`config.mk`:
```
export PLATFORM = sky130hd
export DESIGN_NAME = freq_scheduler_flat
export DESIGN_NICKNAME = d
export VERILOG_FILES = /design/src/rtl/freq_scheduler_if.sv /design/src/rtl/freq_scheduler.sv /design/src/flat_wrapper.sv
export SDC_FILE = /design/constraint.sdc
export NUM_CORES = 1
export LEC_CHECK = 0
export CAP_MARGIN = 25
export CORE_ASPECT_RATIO = 1.1
export CORE_MARGIN = 2
export CORE_UTILIZATION = 40
export CTS_CLUSTER_DIAMETER = 80
export CTS_CLUSTER_SIZE = 16
export DETAILED_ROUTE_END_ITERATION = 8
export DONT_BUFFER_PORTS = 1
export GPL_TIMING_DRIVEN = 0
export PLACE_DENSITY = 0.66
export SKIP_CTS_REPAIR_TIMING = 1
export SLEW_MARGIN = 20
export SYNTH_ARGS = -nofsm -noshare
export SYNTH_HDL_FRONTEND = slang
export SYNTH_SLANG_ARGS = --single-unit
```
`constraint.sdc`:
```
create_clock -name clock -period 2.8 [get_ports clock]
set_input_delay 0.84 -clock clock [delete_from_list [all_inputs] [get_ports clock]]
set_output_delay 0.84 -clock clock [all_outputs]
set_load 0.02 [all_outputs]
```
`src/rtl/freq_scheduler_if.sv`:
```
// rtl/freq_scheduler_if.sv - request and physics-side signal bundle for freq_scheduler
interface freq_scheduler_if #(
    parameter int NUM_SLOTS  = 4,
    parameter int FIFO_DEPTH = 4
);
    localparam int SLOT_W = $clog2(NUM_SLOTS);
    localparam int CNT_W  = $clog2(FIFO_DEPTH) + 1;

    logic                 midi_ready;
    logic [6:0]           midi_key;
    logic                 sw_req;
    logic [4:0]           sw_freq;
    logic [NUM_SLOTS-1:0] wave_ready;
    logic [4:0]           freq_id;
    logic [SLOT_W-1:0]    slot;
    logic                 new_freq;
    logic                 busy;
    logic [CNT_W-1:0]     fifo_count;
    logic [7:0]           drop_count;
    logic                 timeout_err;

    modport slave (
        input  midi_ready, midi_key, sw_req, sw_freq, wave_ready,
        output freq_id, slot, new_freq, busy, fifo_count, drop_count, timeout_err
    );

    modport master (
        output midi_ready, midi_key, sw_req, sw_freq, wave_ready,
        input  freq_id, slot, new_freq, busy, fifo_count, drop_count, timeout_err
    );
endinterface

```
`src/rtl/freq_scheduler.sv`:
```
// rtl/freq_scheduler.sv - vsync-aligned frequency request scheduler; FREQ_SCHED_DEDUP_EN enables duplicate suppression
module freq_scheduler #(
    parameter int NUM_SLOTS      = 4,
    parameter int FIFO_DEPTH     = 4,
    parameter int KEY_BASE       = 48,
    parameter int TIMEOUT_FRAMES = 4
) (
    input  logic            clock,
    input  logic            reset_n,
    input  logic            vsync,
    freq_scheduler_if.slave bus
);
    localparam int SLOT_W = $clog2(NUM_SLOTS);
    localparam int PTR_W  = $clog2(FIFO_DEPTH);
    localparam int CNT_W  = PTR_W + 1;
    localparam int FRM_W  = $clog2(TIMEOUT_FRAMES + 1);

    localparam logic [7:0]       KEY_BASE_C = 8'(KEY_BASE);
    localparam logic [CNT_W-1:0] DEPTH_C    = CNT_W'(FIFO_DEPTH);
    localparam logic [FRM_W-1:0] LAST_FRM_C = FRM_W'(TIMEOUT_FRAMES - 1);

    localparam logic [1:0] S_IDLE     = 2'd0;
    localparam logic [1:0] S_WAIT_VS  = 2'd1;
    localparam logic [1:0] S_ISSUE    = 2'd2;
    localparam logic [1:0] S_WAIT_RDY = 2'd3;

    logic [1:0]        state_q, state_d;
    logic              vsync_q;
    logic [4:0]        freq_q, freq_d;
    logic [SLOT_W-1:0] slot_q, slot_d;
    logic [SLOT_W-1:0] ptr_q, ptr_d;
    logic              new_freq_q, new_freq_d;
    logic [FRM_W-1:0]  frames_q, frames_d;
    logic              seen_low_q, seen_low_d;
    logic              timeout_q, timeout_d;
    logic [4:0]        mem_q [FIFO_DEPTH];
    logic [4:0]        mem_d [FIFO_DEPTH];
    logic [PTR_W-1:0]  wr_q, wr_d, rd_q, rd_d;
    logic [CNT_W-1:0]  count_q, count_d;
    logic              hold_valid_q, hold_valid_d;
    logic [4:0]        hold_f_q, hold_f_d;
    logic [7:0]        drop_q, drop_d;

    logic              vs_rise;
    logic              pop;
    logic              push;
    logic              push_req;
    logic              cand_valid;
    logic [4:0]        cand_f;
    logic [1:0]        drop_inc;
    logic [8:0]        drop_sum;
    logic [7:0]        midi_diff;
    logic              midi_ok;

`ifdef FREQ_SCHED_DEDUP_EN
    logic              last_valid_q, last_valid_d;
    logic [4:0]        last_f_q, last_f_d;
`endif

    assign vs_rise   = vsync & ~vsync_q;
    assign midi_diff = {1'b0, bus.midi_key} - KEY_BASE_C;
    assign midi_ok   = bus.midi_ready && ({1'b0, bus.midi_key} >= KEY_BASE_C) && (midi_diff <= 8'd31);

    // Issue sequencing: wait for a frame edge, pop and issue, then wait for the slot's ready edge or a timeout
    always_comb begin
        state_d    = state_q;
        freq_d     = freq_q;
        slot_d     = slot_q;
        ptr_d      = ptr_q;
        new_freq_d = 1'b0;
        frames_d   = frames_q;
        seen_low_d = seen_low_q;
        timeout_d  = timeout_q;
        pop        = 1'b0;
        case (state_q)
            S_IDLE: begin
                if (count_q != '0) state_d = S_WAIT_VS;
            end
            S_WAIT_VS: begin
                if (vs_rise) begin
                    pop     = 1'b1;
                    freq_d  = mem_q[rd_q];
                    slot_d  = ptr_q;
                    state_d = S_ISSUE;
                end
            end
            S_ISSUE: begin
                new_freq_d = 1'b1;
                ptr_d      = ptr_q + SLOT_W'(1);
                frames_d   = '0;
                seen_low_d = 1'b0;
                state_d    = S_WAIT_RDY;
            end
            default: begin
                // a level still high from the previous use of this slot is ignored until it drops
                if (seen_low_q && bus.wave_ready[slot_q]) begin
                    state_d = S_IDLE;
                end else begin
                    if (!bus.wave_ready[slot_q]) seen_low_d = 1'b1;
                    if (vs_rise) begin
                        if (frames_q == LAST_FRM_C) begin
                            timeout_d = 1'b1;
                            state_d   = S_IDLE;
                        end else begin
                            frames_d = frames_q + FRM_W'(1);
                        end
                    end
                end
            end
        endcase
    end

    // Request intake: MIDI wins the write port, a colliding switch request waits in the holding register
    always_comb begin
        hold_valid_d = hold_valid_q;
        hold_f_d     = hold_f_q;
        cand_valid   = 1'b0;
        cand_f       = '0;
        drop_inc     = 2'd0;
        mem_d        = mem_q;
        wr_d         = wr_q;
        rd_d         = rd_q;
        count_d      = count_q;
`ifdef FREQ_SCHED_DEDUP_EN
        last_valid_d = last_valid_q;
        last_f_d     = last_f_q;
`endif
        if (bus.midi_ready && !midi_ok) drop_inc = drop_inc + 2'd1;
        if (midi_ok) begin
            cand_valid = 1'b1;
            cand_f     = midi_diff[4:0];
            if (bus.sw_req) begin
                if (hold_valid_q) drop_inc = drop_inc + 2'd1;
                hold_valid_d = 1'b1;
                hold_f_d     = bus.sw_freq;
            end
        end else if (hold_valid_q) begin
            cand_valid   = 1'b1;
            cand_f       = hold_f_q;
            hold_valid_d = bus.sw_req;
            if (bus.sw_req) hold_f_d = bus.sw_freq;
        end else if (bus.sw_req) begin
            cand_valid = 1'b1;
            cand_f     = bus.sw_freq;
        end

`ifdef FREQ_SCHED_DEDUP_EN
        // the remembered value lapses once the queue has drained and the scheduler is idle again
        if (state_q == S_IDLE && count_q == '0) last_valid_d = 1'b0;
        push_req = cand_valid && !(last_valid_q && cand_f == last_f_q);
`else
        push_req = cand_valid;
`endif
        push = push_req && ((count_q != DEPTH_C) || pop);
        if (push_req && !push) drop_inc = drop_inc + 2'd1;

        if (push) begin
            mem_d[wr_q] = cand_f;
            wr_d        = wr_q + PTR_W'(1);
`ifdef FREQ_SCHED_DEDUP_EN
            last_valid_d = 1'b1;
            last_f_d     = cand_f;
`endif
        end
        if (pop) rd_d = rd_q + PTR_W'(1);
        if (push && !pop) count_d = count_q + CNT_W'(1);
        if (!push && pop) count_d = count_q - CNT_W'(1);

        drop_sum = {1'b0, drop_q} + {7'd0, drop_inc};
        drop_d   = drop_sum[8] ? 8'hFF : drop_sum[7:0];
    end

    // State registers; reset aborts any issue in flight and empties the queue
    always_ff @(posedge clock or negedge reset_n) begin
        if (!reset_n) begin
            state_q      <= S_IDLE;
            vsync_q      <= 1'b0;
            freq_q       <= '0;
            slot_q       <= '0;
            ptr_q        <= '0;
            new_freq_q   <= 1'b0;
            frames_q     <= '0;
            seen_low_q   <= 1'b0;
            timeout_q    <= 1'b0;
            for (int i = 0; i < FIFO_DEPTH; i++) mem_q[i] <= '0;
            wr_q         <= '0;
            rd_q         <= '0;
            count_q      <= '0;
            hold_valid_q <= 1'b0;
            hold_f_q     <= '0;
            drop_q       <= '0;
`ifdef FREQ_SCHED_DEDUP_EN
            last_valid_q <= 1'b0;
            last_f_q     <= '0;
`endif
        end else begin
            state_q      <= state_d;
            vsync_q      <= vsync;
            freq_q       <= freq_d;
            slot_q       <= slot_d;
            ptr_q        <= ptr_d;
            new_freq_q   <= new_freq_d;
            frames_q     <= frames_d;
            seen_low_q   <= seen_low_d;
            timeout_q    <= timeout_d;
            mem_q        <= mem_d;
            wr_q         <= wr_d;
            rd_q         <= rd_d;
            count_q      <= count_d;
            hold_valid_q <= hold_valid_d;
            hold_f_q     <= hold_f_d;
            drop_q       <= drop_d;
`ifdef FREQ_SCHED_DEDUP_EN
            last_valid_q <= last_valid_d;
            last_f_q     <= last_f_d;
`endif
        end
    end

    assign bus.freq_id     = freq_q;
    assign bus.slot        = slot_q;
    assign bus.new_freq    = new_freq_q;
    assign bus.busy        = (state_q != S_IDLE);
    assign bus.fifo_count  = count_q;
    assign bus.drop_count  = drop_q;
    assign bus.timeout_err = timeout_q;
endmodule

```
`src/flat_wrapper.sv`:
```
// flat-port wrapper written by rule: the top's interface ports become plain ports
module freq_scheduler_flat 
#(
    parameter int NUM_SLOTS      = 4,
    parameter int FIFO_DEPTH     = 4,
    parameter int KEY_BASE       = 48,
    parameter int TIMEOUT_FRAMES = 4
)
  (clock, reset_n, vsync, bus_midi_ready, bus_midi_key, bus_sw_req, bus_sw_freq, bus_wave_ready, bus_freq_id, bus_slot, bus_new_freq, bus_busy, bus_fifo_count, bus_drop_count, bus_timeout_err);
  freq_scheduler_if #(.NUM_SLOTS(NUM_SLOTS), .FIFO_DEPTH(FIFO_DEPTH)) bus_i ();
  input  logic clock;
  input  logic reset_n;
  input  logic vsync;
  input wire logic [$bits(bus_i.midi_ready)-1:0] bus_midi_ready;
  input wire logic [$bits(bus_i.midi_key)-1:0] bus_midi_key;
  input wire logic [$bits(bus_i.sw_req)-1:0] bus_sw_req;
  input wire logic [$bits(bus_i.sw_freq)-1:0] bus_sw_freq;
  input wire logic [$bits(bus_i.wave_ready)-1:0] bus_wave_ready;
  output wire logic [$bits(bus_i.freq_id)-1:0] bus_freq_id;
  output wire logic [$bits(bus_i.slot)-1:0] bus_slot;
  output wire logic [$bits(bus_i.new_freq)-1:0] bus_new_freq;
  output wire logic [$bits(bus_i.busy)-1:0] bus_busy;
  output wire logic [$bits(bus_i.fifo_count)-1:0] bus_fifo_count;
  output wire logic [$bits(bus_i.drop_count)-1:0] bus_drop_count;
  output wire logic [$bits(bus_i.timeout_err)-1:0] bus_timeout_err;
  assign bus_i.midi_ready = bus_midi_ready;
  assign bus_i.midi_key = bus_midi_key;
  assign bus_i.sw_req = bus_sw_req;
  assign bus_i.sw_freq = bus_sw_freq;
  assign bus_i.wave_ready = bus_wave_ready;
  assign bus_freq_id = bus_i.freq_id;
  assign bus_slot = bus_i.slot;
  assign bus_new_freq = bus_i.new_freq;
  assign bus_busy = bus_i.busy;
  assign bus_fifo_count = bus_i.fifo_count;
  assign bus_drop_count = bus_i.drop_count;
  assign bus_timeout_err = bus_i.timeout_err;
  freq_scheduler #(.NUM_SLOTS(NUM_SLOTS), .FIFO_DEPTH(FIFO_DEPTH), .KEY_BASE(KEY_BASE), .TIMEOUT_FRAMES(TIMEOUT_FRAMES)) u_core (.clock(clock), .reset_n(reset_n), .vsync(vsync), .bus(bus_i));
endmodule
```
After elaboration in Yosys (flattened, before gate mapping)

Cells that the tools add are included.

Output and inout port bits: 21
Register bits after elaboration: 59
Input bits: 21

Add/subtract/negate cells: 10
Reduce and logical (&&, ||, !) cells: 28
Bitwise logic cells: 7
Equality and inequality tests: 10
Mux-type cells: 44
Order comparisons: 6

Operators by type and width:

| operator                                                                             | number |
|---|---|
| 5-bit 2-to-1 mux                                                                     | 9 |
| 20-bit bitwise mux                                                                   | 1 |
| 2-bit 2-to-1 mux                                                                     | 9 |
| 3-bit 2-to-1 mux                                                                     | 5 |
| 1-bit 2-to-1 mux                                                                     | 13 |
| 4-bit AND reduction                                                                  | 3 |
| 5-bit binary-select mux with 2-bit select                                            | 1 |
| 5-bit demux with 2-bit select                                                        | 1 |
| 8-bit by 2-bit adder with 9-bit output                                               | 1 |
| 1-bit logical AND                                                                    | 9 |
| 2-bit by 1-bit adder with 2-bit output (second input constant)                       | 4 |
| 8-bit by 5-bit less-or-equal comparator with 1-bit output (second input constant)    | 1 |
| 8-bit 2-to-1 mux                                                                     | 1 |
| 2-bit inequality test (second input constant)                                        | 4 |
| 2-bit nonzero test                                                                   | 4 |
| 7-bit by 6-bit subtractor with 8-bit output (second input constant)                  | 1 |
| 7-bit by 6-bit greater-or-equal comparator with 1-bit output (second input constant) | 1 |
| 3-bit by 1-bit adder with 3-bit output (second input constant)                       | 2 |
| 3-bit greater-or-equal comparator (second input constant)                            | 2 |
| 2-bit NOT with 3-bit output                                                          | 2 |
| 2-bit one-hot mux with 3 select lines                                                | 1 |
| 3-bit one-hot mux with 2 select lines                                                | 1 |
| 5-bit nonzero test                                                                   | 1 |
| 2-bit by 1-bit inequality test with 1-bit output (second input constant)             | 2 |
| 21 further kinds                                                                     | 26 |

Logic depth before layout (Yosys ltp)

Depth after elaboration: 14
Depth in mapped cells: 18
Depth with buffers taken out: 17

Least setup slack after synthesis

No wires, ideal clock.

Path type: input-to-reg
From: in bus_midi_key[4]
To: reg u_core.drop_q[0], in the netlist u_core.bus.drop_count[0]
Stages: 17
Arrival time: 3902 ps
Setup time: 123 ps
Slack: -1225 ps
Buffers on the path: 1
Path through: ha_1 > inv_1 > ha_1 > and3b_1 > buf_6 > nand2_1 > nor2_1 > nor2b_1 > ha_1 > and2_1 > o311ai_0 > o211ai_1 > ha_1 > fa_1 > and3_1 > nand3_1 > nand2b_1

Cells in the longest elaborated chain, start to end: 14
Elaborated cells between the ends (all ways): 20
Those cells by class: add/sub (4); order compare (2); mux (7); reduce/logical (7)

Ends and longest elaborated chain:

| element                                                                                                                     | line                                       | text |
|---|---|---|
| from (decl)                                                                                                                 | flat_wrapper.sv:15                         | `input wire logic [$bits(bus_i.midi_key)-1:0] bus_midi_key;` |
| 7-bit by 6-bit subtractor with 8-bit output or 7-bit by 6-bit greater-or-equal comparator with 1-bit output (tied branches) | freq_scheduler.sv:61, freq_scheduler.sv:62 |  |
| 8-bit by 5-bit less-or-equal comparator with 1-bit output or 1-bit logical AND (tied branches)                              | freq_scheduler.sv:62                       | `assign midi_ok = bus.midi_ready && ({1'b0, bus.midi_key} >= KEY_BASE_C) && (midi_diff <= 8'd31);` |
| 1-bit logical AND (*)                                                                                                       | freq_scheduler.sv:62                       |  |
| 1-bit logical NOT                                                                                                           | freq_scheduler.sv:128                      | `if (bus.midi_ready && !midi_ok) drop_inc = drop_inc + 2'd1;` |
| 1-bit logical AND                                                                                                           | freq_scheduler.sv:128                      |  |
| 1-bit 2-to-1 mux                                                                                                            | freq_scheduler.sv:128                      |  |
| 1-bit by 1-bit adder with 2-bit output                                                                                      | freq_scheduler.sv:133                      | `if (hold_valid_q) drop_inc = drop_inc + 2'd1;` |
| 2-bit 2-to-1 mux                                                                                                            | freq_scheduler.sv:133                      |  |
| 2-bit 2-to-1 mux                                                                                                            | freq_scheduler.sv:132                      | `if (bus.sw_req) begin` |
| 2-bit 2-to-1 mux                                                                                                            | freq_scheduler.sv:129                      | `if (midi_ok) begin` |
| 2-bit by 1-bit adder with 2-bit output                                                                                      | freq_scheduler.sv:155                      | `if (push_req && !push) drop_inc = drop_inc + 2'd1;` |
| 2-bit 2-to-1 mux (*)                                                                                                        | freq_scheduler.sv:155                      |  |
| 8-bit by 2-bit adder with 9-bit output (*)                                                                                  | freq_scheduler.sv:169                      | `drop_sum = {1'b0, drop_q} + {7'd0, drop_inc};` |
| 8-bit 2-to-1 mux (*)                                                                                                        | freq_scheduler.sv:170                      | `drop_d = drop_sum[8] ? 8'hFF : drop_sum[7:0];` |
| via u_core.drop_d[0]                                                                                                        | freq_scheduler.sv:42                       | `logic [7:0] drop_q, drop_d;` |
| to (signal assigned)                                                                                                        | freq_scheduler.sv:212                      | `drop_q <= drop_d;` |
| to (decl)                                                                                                                   | freq_scheduler.sv:42                       |  |

The timed path passes the listed nets; every way through them passes the cells marked *.
A chain may end at the register's enable or synchronous reset.

Final worst setup path

From: in bus_midi_key[4]
To: reg u_core.drop_q[6], in the netlist u_core.bus.drop_count[6]

Same word-level chain as after synthesis.

==> run_results.csv <==
group,metric,value,unit
worst_setup_path,end_kind,"register",
logic_synthesis,ys_warn_count,0,
sta,fmax,290,MHz
global_route,grt_pass1_wl,12100,um
logic_synthesis,synth-seq-cells,59,
sta,finalSetupTns,-4.63,ns
route,wl_per_cell,15.8,um
finish,fin_nets,376,
worst_setup_path,r2r_start,"u_core.state_q[1]",
sta,fin_crit_sh,123,%
placed_design,port_buffers,0,
run_status,violations,"negative setup slack",
route,drc,0,
sta,skew,0.00764,ns
sta,finalHoldViolCount,0,
floorplan,ios,42,
logic_synthesis,synthArstFlopShare,100,%
worst_setup_path,crit_path_top_delay_cell,"ha_1",
logic_synthesis,synthCells,314,
logic_synthesis,ys_types,55,
finish,fillers,785,
route,drtPass1Iterations,6,
finish,layout_commonest_cell,"dfrtp_1",
power_and_ir_drop,comb_power_share,36.9,%
floorplan,die_area,9360,um^2
power_and_ir_drop,p_sw_share,37.8,%
power_and_ir_drop,leakagePower,1.78,nW
placed_design,post-dp-hpwl,5010,um
floorplan,core_area,8360,um^2
finish,antenna_cells,0,
logic_synthesis,syn-num-nets,355,
power_and_ir_drop,seqPwrFrac,42.7,%
clocking,clk_pin_slew_worst_paths,0.07,ns
power_and_ir_drop,power_density,968,nW/um^2
finish,final_cell_mix,"dfrtp_1, nand2_1, inv_1",
worst_setup_path,crit_type,"input port to register",
finish,area_growth,15.0,%
worst_setup_path,cp-start-kind,"input port",
finish,drive_above_1_share,23.5,%
clocking,cts.sinks,59,
logic_synthesis,synth_flop_cell,"dfrtp_1",
worst_setup_path,crit_arrival,3.66,ns
finish,utilization,47.3,%
floorplan,chipWidth,92.4,um
worst_setup_path,crit_chain,"ha_4 > inv_2 > ha_4 > and3b_1 > buf_6 > nand2_8 > nor2_4 > nor2b_1 > ha_1 > and2_4 > o32a_1 > o211ai_1 > ha_2 > fa_2 > and3_4 > nand3_2 > nor3_2 > a21oi_1",
worst_setup_path,crit_fanout,6,
clocking,cts_tree,"built",
route,wirelength,7110,um
placed_design,dp_slack,-1.21,ns
power_and_ir_drop,vdd_drop_max,0.303,mV
route,antenna_left,0,
worst_setup_path,reg2reg_slack,-0.05,ns
floorplan,start_util,41.2,%
global_route,grt_pass1_vias,2486,
clocking,clockBufferDepth,2,
sta,finalMaxSlewViolations,0,
clocking,cts_buffers,9,
power_and_ir_drop,clkPwrFrac,20.4,%
run_status,outcome,"complete, but fails checks",
global_route,grtUsageTotal,16.4,%
logic_synthesis,syn_avg_cell_area,11.0,um^2
worst_hold_path,min_path_type,"input port to asynchronous set/reset pin",
global_route,grt_start_max_net_pins,60,
global_route,antenna_found_initial,0,
worst_setup_path,rr_worst_depth,12,
sta,setup_viol,8,
power_and_ir_drop,p_sw,0.00145,W
run,cap_violations,0,
power_and_ir_drop,internal-power,0.00238,W
clocking,cts-root-buf,"clkbuf_8",
sta,worst_slew_pin_slew,0.766,ns
worst_setup_path,critPathRequiredTime,3.02,ns
sta,min_period,3.44,ns
finish,design_area,3960,um^2
logic_synthesis,seq_area_frac_synth,42.9,%
sta,relSlewSlack,48.9,%
clocking,clkLatencyLatePin,0.33,ns
placed_design,gp_congestion,0.802,
worst_setup_path,cp_common_cell,"ha_4",
route,num_vias,2442,
sta,worst_slack,-0.643,ns
worst_setup_path,r2r-end,"u_core.bus.drop_count[4]",
clocking,h-tree-depth,3,
floorplan,rows,35,
route,via_per_inst,5.41,
floorplan,die_h,101,um
global_route,grt-ovfl-total,0,
route,first_iter_violations,101,
logic_synthesis,synth_edf_count,0,
sta,rsz0062_at_grt,"true",
logic_synthesis,netlist_area,3440,um^2
worst_setup_path,max_stage_delay,0.33,ns
placed_design,placed_area,3660,um^2
[power by group through the flow]
stage	Clock, W	Sequential, W	Combinational [W]
2_1_floorplan	0	0.00157	0.00116
3_3_place_gp	0	0.00164	0.00133
3_5_place_dp	0	0.00166	0.00138
4_1_cts	0.000802	0.00165	0.00139
5_1_grt	0.000849	0.00169	0.00159
6_report	0.000783	0.00164	0.00141
[cells by family after synthesis]
| group | synth area share, % |
|---|---|
| muxes | 11.9 |
| AOI/OAI and AO/OA | 14.6 |
| and+or+nand+nor | 13.6 |
| xor gates and xnor gates | 3.05 |
| DFF | 42.9 |
| buffers and inverters | 6.03 |
| adders and majority gates | 8.00 |
[flip-flops by register name, indices dropped and copies added, names as in the netlist]
register,cells
u_core.ptr_q,2
u_core.hold_valid_q,1
u_core.frames_q,3
u_core.bus.new_freq,1
u_core.rd_q,2
u_core.bus.fifo_count,3
u_core.mem_q,20
u_core.bus.timeout_err,1
u_core.bus.slot,2
u_core.wr_q,2
u_core.state_q,2
u_core.seen_low_q,1
u_core.vsync_q,1
u_core.bus.drop_count,8
u_core.bus.freq_id,5
u_core.hold_f_q,5
[cells in the mapped netlist (4+ instances only)]
cell type | instances | area, um^2
a211oi_1 | 6 | 45.0
a21oi_1 | 10 | 50.1
a221oi_1 | 5 | 43.8
a2bb2oi_1 | 6 | 52.6
and3b_1 | 5 | 43.8
buf_6 | 7 | 78.8
clkbuf_1 | 7 | 26.3
dfrtp_1 | 59 | 1480
ha_1 | 18 | 225
inv_1 | 21 | 78.8
mux2_4 | 16 | 240
mux4_2 | 6 | 135
nand2_1 | 32 | 120
nand3_1 | 4 | 20.0
nand4_1 | 7 | 43.8
nor2_1 | 13 | 48.8
nor4_1 | 4 | 25.0
o21ai_0 | 4 | 20.0
o21ai_1 | 7 | 35.0
o311ai_0 | 6 | 52.6
o31ai_1 | 9 | 67.6
or3_1 | 5 | 31.3
xnor2_1 | 9 | 78.8
[routing by layer]
| metal | routed length [um] | GRT usage [%] |
|---|---|---|
| met5 | 0 | 0 |
| met4 | 123 | 6.54 |
| met3 | 264 | 2.98 |
| met2 | 3380 | 27.4 |
| met1 | 3350 | 21.1 |
[area by class of cell]
type                            instances  area (um^2)  area share (%)
Timing Repair Buffer                   11         82.6            2.09
Inverter                               23         86.3            2.18
Tap cell                              111          139            3.51
Clock buffer                           12          145            3.67
Clock inverter                          4         50.0            1.26
Multi-Input combinational cell        215         1860            47.0
Buffer                                 16          118            2.97
Sequential cell                        59         1480            37.3
[worst max path at each step]
stage	start	end	slack, ns	cells after the start
global placement	bus_midi_key[4]	u_core.bus.drop_count[6]	-1.21	17
detailed placement	bus_midi_key[4]	u_core.bus.drop_count[6]	-1.21	17
global route	bus_midi_key[4]	u_core.bus.drop_count[6]	-0.82	18
finish	bus_midi_key[4]	u_core.bus.drop_count[6]	-0.64	18
CTS	bus_midi_key[4]	u_core.bus.drop_count[6]	-0.87	17
floorplan	bus_midi_key[4]	u_core.bus.drop_count[6]	-0.94	18
[stage by stage]
step	power [W]	cells	hold WS [ns]
after global placement	0.00297	425	0.461
after CTS	0.00383	441	0.174
after global routing	0.00413	451	0.167
after detailed placement	0.00304	425	0.465
final	0.00383	451	0.191
after floorplan	0.00273	314	0.445
[worst max-delay path: cells and delay by family]
kind | cells | cell delay, ns
AOI/OAI and AO/OA | 3 | 0.54
adders and majority gates | 5 | 1.13
buffers and inverters | 2 | 0.18
and+or+nand+nor | 8 | 0.97
Power figures use the tool's default switching activity.
